**src/rtl/sum_stage_if.sv**
```systemverilog
// Purpose: sync/notify handshake bundle between sum_stage and its neighbours.
// Latency: none (wires only).
// Backpressure: notify/sync pairs; a transfer happens only when both are high.
// Signals:
//   sum_in / sum_in_sync / sum_in_notify     upstream sample stream
//   flush                                    early emit of a partial sum
//   sum_out / ovf_out / sum_out_sync / sum_out_notify   downstream result
// Modports: master = the environment around the block, slave = sum_stage.
interface sum_stage_if;
    logic signed [31:0] sum_in;
    logic               sum_in_sync;
    logic               sum_in_notify;
    logic               flush;
    logic signed [31:0] sum_out;
    logic               ovf_out;
    logic               sum_out_sync;
    logic               sum_out_notify;

    modport master (
        output sum_in, sum_in_sync, flush, sum_out_sync,
        input  sum_in_notify, sum_out, ovf_out, sum_out_notify
    );

    modport slave (
        input  sum_in, sum_in_sync, flush, sum_out_sync,
        output sum_in_notify, sum_out, ovf_out, sum_out_notify
    );
endinterface

```
**src/rtl/sum_stage.sv**
```systemverilog
// Purpose: accumulates COUNT signed samples (fewer on flush) and emits their sum.
// Latency: sum_out_notify is visible the cycle after the final input transfer.
// Backpressure: holds the result in WRITE while sum_out_sync is low; input stalls.
// Ports:
//   clk, rst  clock and asynchronous active-high reset
//   bus       sum_stage_if.slave (sum_in/sync/notify, flush, sum_out/ovf_out/sync/notify)
// Option: define SUM_STAGE_SAT_EN for saturating adds with a sticky overflow flag;
//         without it additions wrap and ovf_out is tied low.
module sum_stage #(
    parameter int unsigned COUNT = 4   // samples per sum, 1..255
) (
    input logic         clk,
    input logic         rst,
    sum_stage_if.slave  bus
);
    typedef enum logic {READ, WRITE} state_t;

    localparam logic [7:0] COUNT_W = 8'(COUNT);

    state_t             state;
    logic               in_notify_q;
    logic               out_notify_q;
    logic signed [31:0] sum_out_q;
    logic signed [31:0] acc;
    logic [7:0]         cnt;
    logic [7:0]         cnt_inc;
    logic signed [31:0] add_res;

    assign cnt_inc = cnt + 8'd1;

`ifdef SUM_STAGE_SAT_EN
    logic               ovf;
    logic               ovf_out_q;
    logic               ovf_nxt;
    logic signed [32:0] sum_ext;
    logic               add_ovf;

    // Sign-extended add: bit 32 != bit 31 exactly when the carry into bit 31
    // differs from the carry out of it, and bit 32 then gives the true sign.
    always_comb begin
        sum_ext = {acc[31], acc} + {bus.sum_in[31], bus.sum_in};
        add_ovf = sum_ext[32] ^ sum_ext[31];
        if (add_ovf)
            add_res = sum_ext[32] ? 32'sh8000_0000 : 32'sh7FFF_FFFF;
        else
            add_res = sum_ext[31:0];
        ovf_nxt = ovf | add_ovf;
    end

    assign bus.ovf_out = ovf_out_q;
`else
    assign add_res     = acc + bus.sum_in;
    assign bus.ovf_out = 1'b0;
`endif

    assign bus.sum_in_notify  = in_notify_q;
    assign bus.sum_out_notify = out_notify_q;
    assign bus.sum_out        = sum_out_q;

    always_ff @(posedge clk or posedge rst) begin
        if (rst) begin
            state        <= READ;
            in_notify_q  <= 1'b1;
            out_notify_q <= 1'b0;
            sum_out_q    <= '0;
            acc          <= '0;
            cnt          <= '0;
`ifdef SUM_STAGE_SAT_EN
            ovf          <= 1'b0;
            ovf_out_q    <= 1'b0;
`endif
        end else begin
            case (state)
                READ: begin
                    if (bus.sum_in_sync) begin
                        if (cnt_inc == COUNT_W || bus.flush) begin
                            // Final sample (or flushed one): publish and clear.
                            sum_out_q    <= add_res;
                            acc          <= '0;
                            cnt          <= '0;
                            state        <= WRITE;
                            in_notify_q  <= 1'b0;
                            out_notify_q <= 1'b1;
`ifdef SUM_STAGE_SAT_EN
                            ovf_out_q    <= ovf_nxt;
                            ovf          <= 1'b0;
`endif
                        end else begin
                            acc <= add_res;
                            cnt <= cnt_inc;
`ifdef SUM_STAGE_SAT_EN
                            ovf <= ovf_nxt;
`endif
                        end
                    end else if (bus.flush && cnt != 8'd0) begin
                        // Flush without a sample emits what has been gathered;
                        // an empty accumulator never produces a packet.
                        sum_out_q    <= acc;
                        acc          <= '0;
                        cnt          <= '0;
                        state        <= WRITE;
                        in_notify_q  <= 1'b0;
                        out_notify_q <= 1'b1;
`ifdef SUM_STAGE_SAT_EN
                        ovf_out_q    <= ovf;
                        ovf          <= 1'b0;
`endif
                    end
                end
                WRITE: begin
                    if (bus.sum_out_sync) begin
                        state        <= READ;
                        in_notify_q  <= 1'b1;
                        out_notify_q <= 1'b0;
                    end
                end
                default: begin
                    state        <= READ;
                    in_notify_q  <= 1'b1;
                    out_notify_q <= 1'b0;
                end
            endcase
        end
    end
endmodule

```
**src/flat_wrapper.sv**
```systemverilog
// flat-port wrapper written by rule: the top's interface ports become plain ports
module sum_stage_flat 
#(
    parameter int unsigned COUNT = 4                             
)
  (clk, rst, bus_sum_in, bus_sum_in_sync, bus_flush, bus_sum_out_sync, bus_sum_in_notify, bus_sum_out, bus_ovf_out, bus_sum_out_notify);
  sum_stage_if bus_i ();
  input logic clk;
  input logic rst;
  input wire logic [$bits(bus_i.sum_in)-1:0] bus_sum_in;
  input wire logic [$bits(bus_i.sum_in_sync)-1:0] bus_sum_in_sync;
  input wire logic [$bits(bus_i.flush)-1:0] bus_flush;
  input wire logic [$bits(bus_i.sum_out_sync)-1:0] bus_sum_out_sync;
  output wire logic [$bits(bus_i.sum_in_notify)-1:0] bus_sum_in_notify;
  output wire logic [$bits(bus_i.sum_out)-1:0] bus_sum_out;
  output wire logic [$bits(bus_i.ovf_out)-1:0] bus_ovf_out;
  output wire logic [$bits(bus_i.sum_out_notify)-1:0] bus_sum_out_notify;
  assign bus_i.sum_in = bus_sum_in;
  assign bus_i.sum_in_sync = bus_sum_in_sync;
  assign bus_i.flush = bus_flush;
  assign bus_i.sum_out_sync = bus_sum_out_sync;
  assign bus_sum_in_notify = bus_i.sum_in_notify;
  assign bus_sum_out = bus_i.sum_out;
  assign bus_ovf_out = bus_i.ovf_out;
  assign bus_sum_out_notify = bus_i.sum_out_notify;
  sum_stage #(.COUNT(COUNT)) u_core (.clk(clk), .rst(rst), .bus(bus_i));
endmodule
```
**config.mk**
```make
export PLATFORM = sky130hd
export DESIGN_NAME = sum_stage_flat
export DESIGN_NICKNAME = d
export VERILOG_FILES = /design/src/rtl/sum_stage_if.sv /design/src/rtl/sum_stage.sv /design/src/flat_wrapper.sv
export SDC_FILE = /design/constraint.sdc
export NUM_CORES = 1
export LEC_CHECK = 0
export CAP_MARGIN = 10
export CORE_MARGIN = 2
export CORE_UTILIZATION = 40
export DETAILED_ROUTE_END_ITERATION = 10
export MAX_ROUTING_LAYER = met4
export PLACE_DENSITY_LB_ADDON = 0.25
export SKIP_LAST_GASP = 1
export SLEW_MARGIN = 20
export SYNTH_ARGS = -nofsm -noshare
export SYNTH_HDL_FRONTEND = slang
export SYNTH_SLANG_ARGS = --single-unit
```
**constraint.sdc**
```tcl
create_clock -name clk -period 3 [get_ports clk]
set_clock_uncertainty 0.15 [all_clocks]
set_input_delay 0.45 -clock clk [delete_from_list [all_inputs] [get_ports clk]]
set_output_delay 0.45 -clock clk [all_outputs]
set_load 0.01 [all_outputs]
```
==> flow_metrics.py <==
metrics = {
    "clock_network": {
        "clk_pin_slew_ns": 0.06,
        "clock_sinks": 75,
        "clock-root-buffer": "clkbuf_16",
        "cts_tree": "built",
        "htree_num_levels": 3,
        "clk_latency_ns": 0.35,
        "cts_buffers": 9,
        "cts_buffer_depth": 2,
    },
    "yosys": {
        "yosysMostFrequentCell": "dfrtp_1",
        "synth_fa_ha_area_frac": 0.0904,
        "synth_common_cells": "dfrtp_1, nand2_1, o21ai_0",
        "yosysTopAreaCell": "dfrtp_1",
        "synth_top_flop_cell": "dfrtp_1",
        "netlist_area_sq_mm": 0.00493,
        "synth_top_family_by_area": "compound AO/OA/AOI/OAI gates",
        "yosysTopAreaCellShare": 0.376,
        "yosys.area_share.simple": 0.151,
        "async_flop_share": 1.00,
        "synth_compound_area_frac": 0.239,
        "avgSynthCellArea_sq_um": 8.89,
        "synth_warnings": 0,
        "synth_seq_area_share": 0.381,
        "synth_xor_area_frac": 0.0551,
        "synthesis.nets": 626,
        "synth-edff-count": 0,
        "ys_ff_latch": 75,
        "synth.distinct_cells": 53,
        "synthMuxAreaShare": 0.0427,
        "yosys-top-cells-area": "dfrtp_1, ha_1, nand2_1",
        "syn_inst": 554,
    },
    "detailed_routing": {
        "drt-vias-per-instance": 5.54,
        "drt-initial-drc-count": 243,
        "route.vias.total": 4630,
        "drc": 0,
        "routed_wl_microns": 13800,
        "detail_route.wl_per_cell_microns": 16.5,
        "drt_pass1_iterations": 4,
        "ant_nets": 0,
    },
    "layout": {
        "antenna_cells": 0,
        "syn2layout_area_growth_pct": 38.5,
        "fin_nets": 756,
        "drive_gt1_frac": 0.189,
    },
    "setup_path": {
        "r2r-end": "u_core.bus.sum_out[24]$_DFFE_PP0P_",
        "critPathCaptureType": "register",
        "reg2regPathDepth": 12,
        "cp_max_fo": 4,
        "r2r_slack_ns": 0.21,
        "reg2reg_from": "u_core.acc[0]$_DFFE_PP0P_",
        "critPathArrivalTime_ns": 2.97,
        "required_ns": 3.12,
        "cp-start-kind": "input port",
        "cp-endpoint": "u_core.bus.sum_out[24]$_DFFE_PP0P_",
        "crit_type": "in2reg",
        "critPathLaunch": "bus_sum_in[7]",
    },
    "pwr": {
        "vdd_drop_max_v": 0.000429,
        "leakage_nw": 3.13,
        "powerDensity_mw_per_mm2": 1000,
        "p_total_mw": 6.84,
    },
    "placement": {
        "pre_cts_ws_ns": -0.509,
        "gp_congestion": 0.882,
        "numPortBuffers": 70,
        "dp_hpwl_microns": 10100,
    },
    "die": {
        "fp.dieArea_sq_mm": 0.0132,
        "rows": 40,
        "core-area_sq_mm": 0.0120,
        "start_util": 0.410,
        "die_w_microns": 115,
        "die_h_microns": 115,
        "io_pins": 72,
    },
    "timing": {
        "setup_slack_ns": 0.147,
        "setup_viol": 0,
        "fin_crit_ns": 2.85,
        "slew_viol_final": 0,
        "rsz0062_at_grt": "false",
        "post-route-period-util": 0.951,
        "fmax_mhz": 351,
        "relSlewSlack": 0.631,
        "worstMarginPinSlew_ns": 0.554,
        "hold_viol": 0,
    },
    "global_route": {
        "grt_pass1_wl_microns": 22300,
        "grt.total_usage": 0.220,
        "antenna_found_initial": 0,
        "grt_overflow": 0,
        "grt_max_degree": 43,
        "grt_pass1_vias": 4587,
    },
    "outcome": {
        "outcome": "finished clean",
    },
    "hold_path": {
        "hold_class": "reg2reg",
    },
    "flow_run": {
        "cap_viol_max_count": 0,
    },
}
[how the worst min path moves through the flow]
stage,start,end,slack (ns),depth (start not counted)
2_1_floorplan,u_core.cnt[7]$_DFFE_PP0P_,u_core.cnt[7]$_DFFE_PP0P_,0.30,1
3_3_place_gp,u_core.bus.sum_out[8]$_DFFE_PP0P_,u_core.bus.sum_out[8]$_DFFE_PP0P_,0.31,2
3_5_place_dp,u_core.bus.sum_out[1]$_DFFE_PP0P_,u_core.bus.sum_out[1]$_DFFE_PP0P_,0.32,2
4_1_cts,u_core.bus.sum_out[1]$_DFFE_PP0P_,u_core.bus.sum_out[1]$_DFFE_PP0P_,0.33,2
5_1_grt,u_core.bus.sum_out[23]$_DFFE_PP0P_,u_core.bus.sum_out[23]$_DFFE_PP0P_,0.35,2
6_report,u_core.cnt[7]$_DFFE_PP0P_,u_core.cnt[7]$_DFFE_PP0P_,0.33,1
[logic make-up after synthesis]
group | after synthesis
adder cells (fa/ha/maj) | 35
flip-flops | 75
AO/OA/AOI/OAI | 180
other | 1
XOR/XNOR | 31
multiplexers | 21
buffers and inverters | 47
AND/OR/NAND/NOR | 164
[through the flow]
stage	std cells	util	area, sq um	setup TNS (ns)	hold slack, ns
floorplan	554	-	4930	0	0.296
global placement	818	0.520	6250	-9.12	0.314
detailed placement	818	0.520	6250	-10.28	0.319
CTS	834	0.550	6610	0	0.331
global route	836	0.568	6820	0	0.353
finish	836	0.568	6820	0	0.326
[routing by layer]
layer | vias up | GRT usage | wire, microns
met1 | 2243 | 0.286 | 6280
met4 | 0 | 0.0916 | 362
met2 | 106 | 0.349 | 6620
met3 | 24 | 0.0242 | 565
met5 | - | - | 0
li1 | 2257 | - | -
[registers in the layout, summed over array words and instances, names as in the netlist]
register / flops
u_core.acc: 32
u_core.cnt: 8
u_core.bus.sum_out_notify: 1
u_core.bus.sum_in_notify: 1
u_core.bus.sum_out: 32
u_core.state: 1
[layout by cell type (no fill, tap or decap), drive strengths merged, types with 11 or more instances in the layout]
cell type / count
clkdlybuf4s50: 65
nand2: 72
a31oi: 11
clkbuf: 12
ha: 34
xor2: 11
mux2i: 21
xnor2: 20
buf: 78
nor2: 32
inv: 19
a22o: 24
o21ai: 55
nand3: 16
dfrtp: 74
a21oi: 48
[final cells by class]
cell class              count  area, sq um
fillers                  1073         5190
multi-input cells         432         3060
flip-flops and latches     75         1880
repair buffers            147         1280
clock buffers              12          246
well taps                 147          184
clock inverters             4         97.6
inverters                  19         71.3
[worst max-delay path: stages]
cell             delay [ns]
clkdlybuf4s50_1        0.41
ha_1                   0.35
a21o_1                 0.12
a21oi_1                0.09
o211ai_1               0.31
nand4b_1               0.22
a21oi_2                0.28
buf_4                  0.17
a31oi_2                0.09
xnor2_1                0.21
mux2i_1                0.10
o21ai_1                0.16
[where the power goes]
part           internal [mW]  switching (mW)
registers               1.42           0.333
logic                   1.93            1.88
clock network          0.836           0.434
total                   4.19            2.65
[timing repair]
item                                    4_1_cts  5_1_grt
endpoints found under the setup margin       15       25
pin swaps                                     3       18
buffers inserted                              0        2
gates resized for setup                       5       30
hold buffers                                  0        0
Power figures use the tool's default switching activity.
